--- config.mk ---
export PLATFORM = sky130hd
export DESIGN_NAME = player_dir_ctrl
export DESIGN_NICKNAME = d
export VERILOG_FILES = /design/src/rtl/player_dir_ctrl.sv
export SDC_FILE = /design/constraint.sdc
export NUM_CORES = 1
export LEC_CHECK = 0
export ABC_AREA = 1
export CORE_MARGIN = 4
export CORE_UTILIZATION = 40
export DETAILED_ROUTE_END_ITERATION = 10
export PLACE_DENSITY = 0.58
export SLEW_MARGIN = 20
export SYNTH_ARGS = -nofsm -noshare
export SYNTH_HDL_FRONTEND = slang
export SYNTH_SLANG_ARGS = --single-unit
export TNS_END_PERCENT = 50
--- constraint.sdc ---
create_clock -name clk_40MHz -period 2 [get_ports clk_40MHz]
set_clock_uncertainty 0.2 [all_clocks]
set_input_delay 0.4 -clock clk_40MHz [delete_from_list [all_inputs] [get_ports clk_40MHz]]
set_output_delay 0.4 -clock clk_40MHz [all_outputs]
set_load 0.01 [all_outputs]
--- src/rtl/player_dir_ctrl.sv ---
// Player heading controller: debounces the direction pads and runs the ARMED/RUN/DEAD round FSM.
// Optional macro PLAYER_REVERSE_BLOCK_EN discards 180-degree turns while running.
module player_dir_ctrl #(
    parameter logic [3:0]  INIT_DIR        = 4'b0001,
    parameter int unsigned DEBOUNCE_CYCLES = 400000,
    parameter int unsigned STEP_CYCLES     = 666666
) (
    input  logic       clk_40MHz,
    input  logic       reset,
    input  logic       game_rst,
    input  logic [3:0] pad,
    input  logic       collided,
    output logic [3:0] dir,
    output logic       move_tick,
    output logic [1:0] game_state
);

    typedef enum logic [1:0] {
        ST_ARMED = 2'b00,
        ST_RUN   = 2'b01,
        ST_DEAD  = 2'b10
    } state_t;

    localparam logic [19:0] DEB_LAST  = 20'(DEBOUNCE_CYCLES - 1);
    localparam logic [23:0] STEP_LAST = 24'(STEP_CYCLES - 1);

    logic [3:0]  cand;
    logic [19:0] deb_cnt;
    logic [3:0]  stable;
    logic [3:0]  stable_q;
    logic        press;

    state_t      state, state_d;
    logic [3:0]  dir_q, dir_d;
    logic [23:0] step_cnt, step_d;
    logic        reverse_blocked;

    // Counter holds at DEB_LAST, so stable keeps reloading the same candidate harmlessly.
    always_ff @(posedge clk_40MHz or posedge reset) begin
        if (reset) begin
            cand     <= '0;
            deb_cnt  <= '0;
            stable   <= '0;
            stable_q <= '0;
        end else if (game_rst) begin
            cand     <= '0;
            deb_cnt  <= '0;
            stable   <= '0;
            stable_q <= '0;
        end else begin
            stable_q <= stable;
            if (pad != cand) begin
                cand    <= pad;
                deb_cnt <= '0;
            end else if (deb_cnt == DEB_LAST) begin
                stable  <= cand;
            end else begin
                deb_cnt <= deb_cnt + 20'd1;
            end
        end
    end

    assign press = (stable != stable_q) && $onehot(stable);

`ifdef PLAYER_REVERSE_BLOCK_EN
    assign reverse_blocked = (stable == {dir_q[2], dir_q[3], dir_q[0], dir_q[1]});
`else
    assign reverse_blocked = 1'b0;
`endif

    always_ff @(posedge clk_40MHz or posedge reset) begin
        if (reset) begin
            state    <= ST_ARMED;
            dir_q    <= INIT_DIR;
            step_cnt <= '0;
        end else begin
            state    <= state_d;
            dir_q    <= dir_d;
            step_cnt <= step_d;
        end
    end

    always_comb begin
        state_d = state;
        dir_d   = dir_q;
        step_d  = step_cnt;
        if (game_rst) begin
            state_d = ST_ARMED;
            dir_d   = INIT_DIR;
            step_d  = '0;
        end else begin
            case (state)
                ST_ARMED: begin
                    step_d = '0;
                    if (press) begin
                        dir_d   = stable;
                        state_d = ST_RUN;
                    end
                end
                ST_RUN: begin
                    if (collided) begin
                        state_d = ST_DEAD;
                        dir_d   = '0;
                        step_d  = '0;
                    end else begin
                        step_d = (step_cnt == STEP_LAST) ? '0 : step_cnt + 24'd1;
                        if (press && !reverse_blocked)
                            dir_d = stable;
                    end
                end
                ST_DEAD: begin
                    dir_d  = '0;
                    step_d = '0;
                end
                default: begin
                    state_d = ST_ARMED;
                    dir_d   = INIT_DIR;
                    step_d  = '0;
                end
            endcase
        end
    end

    assign dir        = dir_q;
    assign game_state = state;
    assign move_tick  = (state == ST_RUN) && (step_cnt == STEP_LAST);

endmodule
[Word level (Yosys, flattened, before mapping)]
Cells that the tools add are included.
Word-level totals
  bits in registers: 62
  output and inout bits: 7
Operators by class
  equality and inequality tests: 12
  multiplexer cells: 21
  add/subtract/negate cells: 5
  reductions and logical operators: 7
Operators with widths (number)
  24-bit 2-to-1 mux: 4
  20-bit 2-to-1 mux: 3
  4-bit 2-to-1 mux: 9
  24-bit by 1-bit adder with 24-bit output, second input constant: 1
  24-bit by 20-bit == test with 1-bit output, second input constant: 1
  20-bit by 1-bit adder with 20-bit output, second input constant: 1
  20-bit by 19-bit == test with 1-bit output, second input constant: 1
  4-bit one-hot mux with 3 select lines: 1
  3-bit inequality test, second input constant: 3
  4-bit inequality test: 2
  2-bit 2-to-1 mux: 3
  2-bit one-hot mux with 3 select lines: 1
  1-bit by 1-bit adder with 2-bit output: 2
  2-bit inequality test, second input constant: 2
  2-bit nonzero test: 2
  2-bit by 2-bit adder with 3-bit output: 1
  3-bit by 1-bit == test with 1-bit output, second input constant: 1
  3-bit AND reduction: 1
  2-bit by 1-bit == test with 1-bit output, second input constant: 1
  2-bit == test, second input constant: 1
  1-bit logical AND: 2
  2-bit logical NOT: 1
  2-bit AND reduction: 1

[Logic depth before layout (Yosys ltp)]
  word-level depth: 8
  mapped depth: 10

[Least setup slack after synthesis]
OpenSTA, ideal clock, no wires.
  kind: flip-flop to flip-flop
  start point: register stable[0]
  end point: register dir_q[1], in the netlist dir[1]
  data arrival time: 1.940 ns
  path slack: -0.259 ns
  period minus slack after synthesis: 2.259 ns
  stages on the path, launching flop included: 10
  setup time: 0.120 ns
  cells stage by stage: dfrtp_1 > inv_1 > fa_1 > inv_1 > ha_1 > ha_1 > nor3b_1 > nand2_1 > o21ai_0 > nor2_1
Between the ends
  word-level cells in the longest chain between the ends: 8
Ends and longest elaborated chain
  from (decl): line 29  | logic [3:0] stable;
  from (signal assigned): line 56  | stable <= cand;
  1-bit by 1-bit adder with 2-bit output (implied by the code): line 63  | assign press = (stable != stable_q) && $onehot(stable);
  2-bit by 2-bit adder with 3-bit output (implied by the code): line 63
  3-bit by 1-bit == test with 1-bit output: line 63
  1-bit logical AND (*): line 63
  4-bit 2-to-1 mux (*)
  4-bit 2-to-1 mux
  4-bit one-hot mux with 3 select lines (*)
  4-bit 2-to-1 mux (*)
  named net dir_d[1]: line 34  | logic [3:0] dir_q, dir_d;
  to (signal assigned): line 78  | dir_q <= dir_d;
  to (decl): line 34
Mark *: on every way through the listed nets, which the timed path passes. The rest lies on a longest branch.
A chain may end at the register's enable or synchronous reset.

[Worst setup path in the final report]
  start point: register stable[3]
  end point: register dir_q[3], in the netlist dir[3]
Between the ends
  word-level cells in the longest chain between the ends: 8
Ends and longest elaborated chain
  1-bit by 1-bit adder with 2-bit output (implied by the code): line 63
  2-bit by 2-bit adder with 3-bit output (implied by the code): line 63
  3-bit by 1-bit == test with 1-bit output: line 63
  1-bit logical AND: line 63
  4-bit 2-to-1 mux (*): line 95, 107
  4-bit 2-to-1 mux: line 101  | if (collided) begin
  4-bit one-hot mux with 3 select lines (*): line 92  | case (state)
  4-bit 2-to-1 mux (*): line 87  | if (game_rst) begin
  named net dir_d[3]: line 34
Marked as above.

==> impl_metrics.py <==
metrics = {
    "setup_path": {
        "critPathCaptureType": "flip-flop",
        "worstPathArrival_ps": 2240,
        "ff2ff_path_depth": 9,
        "r2r_slack_ps": -220,
        "cp.required_ps": 2020,
        "crit_path_start_kind": "flip-flop",
        "path_cells": "inv_2 -> fa_1 -> inv_1 -> ha_2 -> ha_4 -> nor3b_4 -> nand2_2 -> o21ai_2 -> nor2_1",
        "critPathMaxFanout": 5,
        "worstReg2RegStart": "stable[3]",
        "critical_path_class": "reg2reg",
        "rr_endpoint": "dir[3]",
        "cp_slowest_cell": "fa_1",
        "cpPeakStageDelay_ps": 520,
    },
    "synthesis": {
        "synthArstFlopShare_pct": 100.0,
        "synth_area_mm2": 0.003834,
        "synth_seq_cells": 62,
        "syn_inst": 547,
        "synth_nets": 561,
        "yosysSeqAreaShare_pct": 40.50,
        "synth-edff-count": 0,
        "ys_types": 33,
        "postSynthAreaPerCell_um2": 7.009,
        "ys.flop_type": "dfrtp_1",
        "yosys_warnings": 0,
    },
    "route": {
        "wl_met3_um": 437,
        "wl_met2_mm": 4.063,
        "wl_per_cell_um": 12.20,
        "drt-initial-drc-count": 153,
        "wl_met1_mm": 4.571,
        "dr_total_vias": 3573,
        "post-route-drc-count": 0,
        "routed.top_layer": "met4",
        "ant_nets": 0,
        "vias_per_cell": 4.758,
        "finalWirelength_mm": 9.165,
        "firstDrtPassIters": 5,
    },
    "sta": {
        "drv_slew": 0,
        "final_hold_viol_count": 0,
        "period_minus_slack_ps": 2218,
        "fin_crit_sh_pct": 110.9,
        "timing.fmax_ghz": 0.4509,
        "rsz0062_at_grt": "yes",
        "worst_pin_slew_ps": 367.8,
        "timing.slew.headroom_pct": 75.29,
        "final-setup-viol-count": 6,
        "timing.final.ws_setup_ps": -217.6,
    },
    "global_routing": {
        "grt_max_degree": 63,
        "antenna_found_initial": 0,
        "overflow": 0,
        "grt_pass1_vias": 3368,
        "grt_pass1_wl_mm": 15.77,
        "grt_usage_pct": 17.38,
    },
    "power": {
        "vdd_ir_drop_max_mv": 0.2534,
        "power_density_mw_per_mm2": 553.7,
        "leakagePower_nw": 2.130,
        "total_power_mw": 2.651,
    },
    "place": {
        "dp_cells": 732,
        "port_buffers": 14,
        "dp_hpwl_mm": 7.005,
        "place.gp.congestion": 0.9151,
    },
    "layout": {
        "area_growth_pct": 24.90,
        "num-fill-cells": 929,
        "instances_no_fill": 751,
        "drive_gt1_share_pct": 19.77,
        "fin_nets": 631,
        "n_antenna_cell": 0,
    },
    "cts": {
        "numCtsBuffers": 9,
        "clockBufferDepth": 2,
        "insertion_delay_ps": 340,
        "cts_tree": "built",
        "cts_root_buffer": "clkbuf_8",
        "clk_pin_slew_ps": 70,
        "postCtsHoldBufs": 0,
        "cts_sinks": 62,
        "h-tree-depth": 3,
    },
    "floorplanning": {
        "dieArea_mm2": 0.01121,
        "core_area_mm2": 0.009284,
        "initial_core_util_pct": 41.29,
        "row_count": 35,
        "ios": 15,
        "die_h_um": 105.9,
        "die_w_um": 105.9,
    },
    "outcome": {
        "outcome": "finished, violations left",
        "violations": "negative setup slack",
    },
    "job": {
        "maxCapViolations": 0,
    },
    "hold_path": {
        "holdCritPathClass": "in2async",
    },
}
## how the worst max path moves through the flow
stage | startpoint | endpoint | slack [ps]
2_1_floorplan | stable[3] | dir[2] | -150
4_1_cts | stable[3] | dir[3] | -230
3_5_place_dp | step_cnt[1] | move_tick | -210
5_1_grt | stable[3] | dir[3] | -360
6_report | stable[3] | dir[3] | -220
3_3_place_gp | step_cnt[1] | move_tick | -200
## flip-flops by register name, indices dropped and copies added (netlist names)
name,count
cand,4
deb_cnt,20
dir,4
game_state,2
stable,4
stable_q,4
step_cnt,24
## where the power goes
group,switching (mW),leakage [nW],internal [mW]
combinational,0.0599,1.15,0.0318
clock,0.494,0.120,0.803
sequential,0.00351,0.859,1.26
total,0.558,2.13,2.09
## metal layers
layer	vias to the layer above	GRT usage (%)
met1	1655	25.37
met3	8	3.582
met2	68	26.50
met5	-	0
met4	0	4.163
li1	1842	-
## cell usage after synthesis, types with 4 or more instances
| cell | count | area, µm² |
|---|---|---|
| a21oi_1 | 8 | 40.04 |
| xnor2_1 | 4 | 35.03 |
| nor2_4 | 7 | 78.83 |
| nand4_1 | 15 | 93.84 |
| dfrtp_1 | 61 | 1526 |
| ha_1 | 5 | 62.56 |
| nor3_1 | 17 | 85.08 |
| inv_2 | 8 | 30.03 |
| nand2_2 | 9 | 56.30 |
| inv_1 | 68 | 255.2 |
| nor2_2 | 11 | 68.82 |
| nand3_1 | 38 | 190.2 |
| nor2_1 | 122 | 457.9 |
| xor2_1 | 11 | 96.34 |
| nand2_1 | 137 | 514.2 |
## area by class of cell
type                            count  area (µm²)  share of cell area, %
Multi-Input combinational cell    402        1986                  41.47
Timing Repair Buffer               64       555.5                  11.60
Clock inverter                      3       65.06                  1.359
Inverter                           78       299.0                  6.245
Clock buffer                       13       168.9                  3.528
Tap cell                          129       161.4                  3.371
Sequential cell                    62        1553                  32.43
## per-stage QoR
step / util [%] / TNS [ps] / setup WS [ps] / hold WS (ps) / area, µm²
global route: 51.58 / -1946 / -360.7 / 315.2 / 4788
detailed placement: 48.61 / -1707 / -211.7 / 311.2 / 4513
finish: 51.58 / -1166 / -217.6 / 296.7 / 4788
floorplan: - / -651.4 / -150.3 / 257.8 / 3860
global placement: 48.61 / -1158 / -197.0 / 294.6 / 4513
CTS: 51.31 / -1233 / -234.5 / 303.4 / 4763
## cells by family after synthesis
| kind of cell | Yosys count | share of synthesized area (%) |
|---|---|---|
| DFF | 62 | 40.50 |
| adders and majority gates | 6 | 2.154 |
| buffers and inverters | 83 | 8.714 |
| xor gates and xnor gates | 15 | 3.427 |
| AOI/OAI and AO/OA | 15 | 2.252 |
| and+or+nand+nor | 366 | 42.95 |
## repair_timing
action                     4_1_cts  5_1_grt
resized for setup                6        3
gates cloned                     0        0
setup endpoints to repair        7        7
pin swaps                        6        6
buffers inserted                 1        2
## layout by cell type, fill, tap and decap left out, types with 4 or more instances in the layout
cell | synthesis | routed
nor2_4 | 7 | 7
nor3_1 | 17 | 17
a21oi_1 | 8 | 8
clkdlybuf4s50_1 | 0 | 11
nand2_1 | 137 | 136
inv_1 | 68 | 64
xor2_1 | 11 | 11
nor2_2 | 11 | 12
nand3_1 | 38 | 38
clkbuf_8 | 0 | 12
dfrtp_1 | 61 | 61
nor2_1 | 122 | 121
nand2_2 | 9 | 10
inv_2 | 8 | 11
xnor2_1 | 4 | 4
buf_4 | 1 | 47
nand4_1 | 15 | 15
## critical path, delay by kind of cell (launching register included)
| kind | cells | cell delay (ps) |
|---|---|---|
| fa+ha+maj | 3 | 910 |
| compound gates | 1 | 150 |
| buf+inv | 2 | 90 |
| simple gates | 3 | 380 |
| flops | 1 | 370 |
Note: power is estimated with default switching activity, not from simulation.
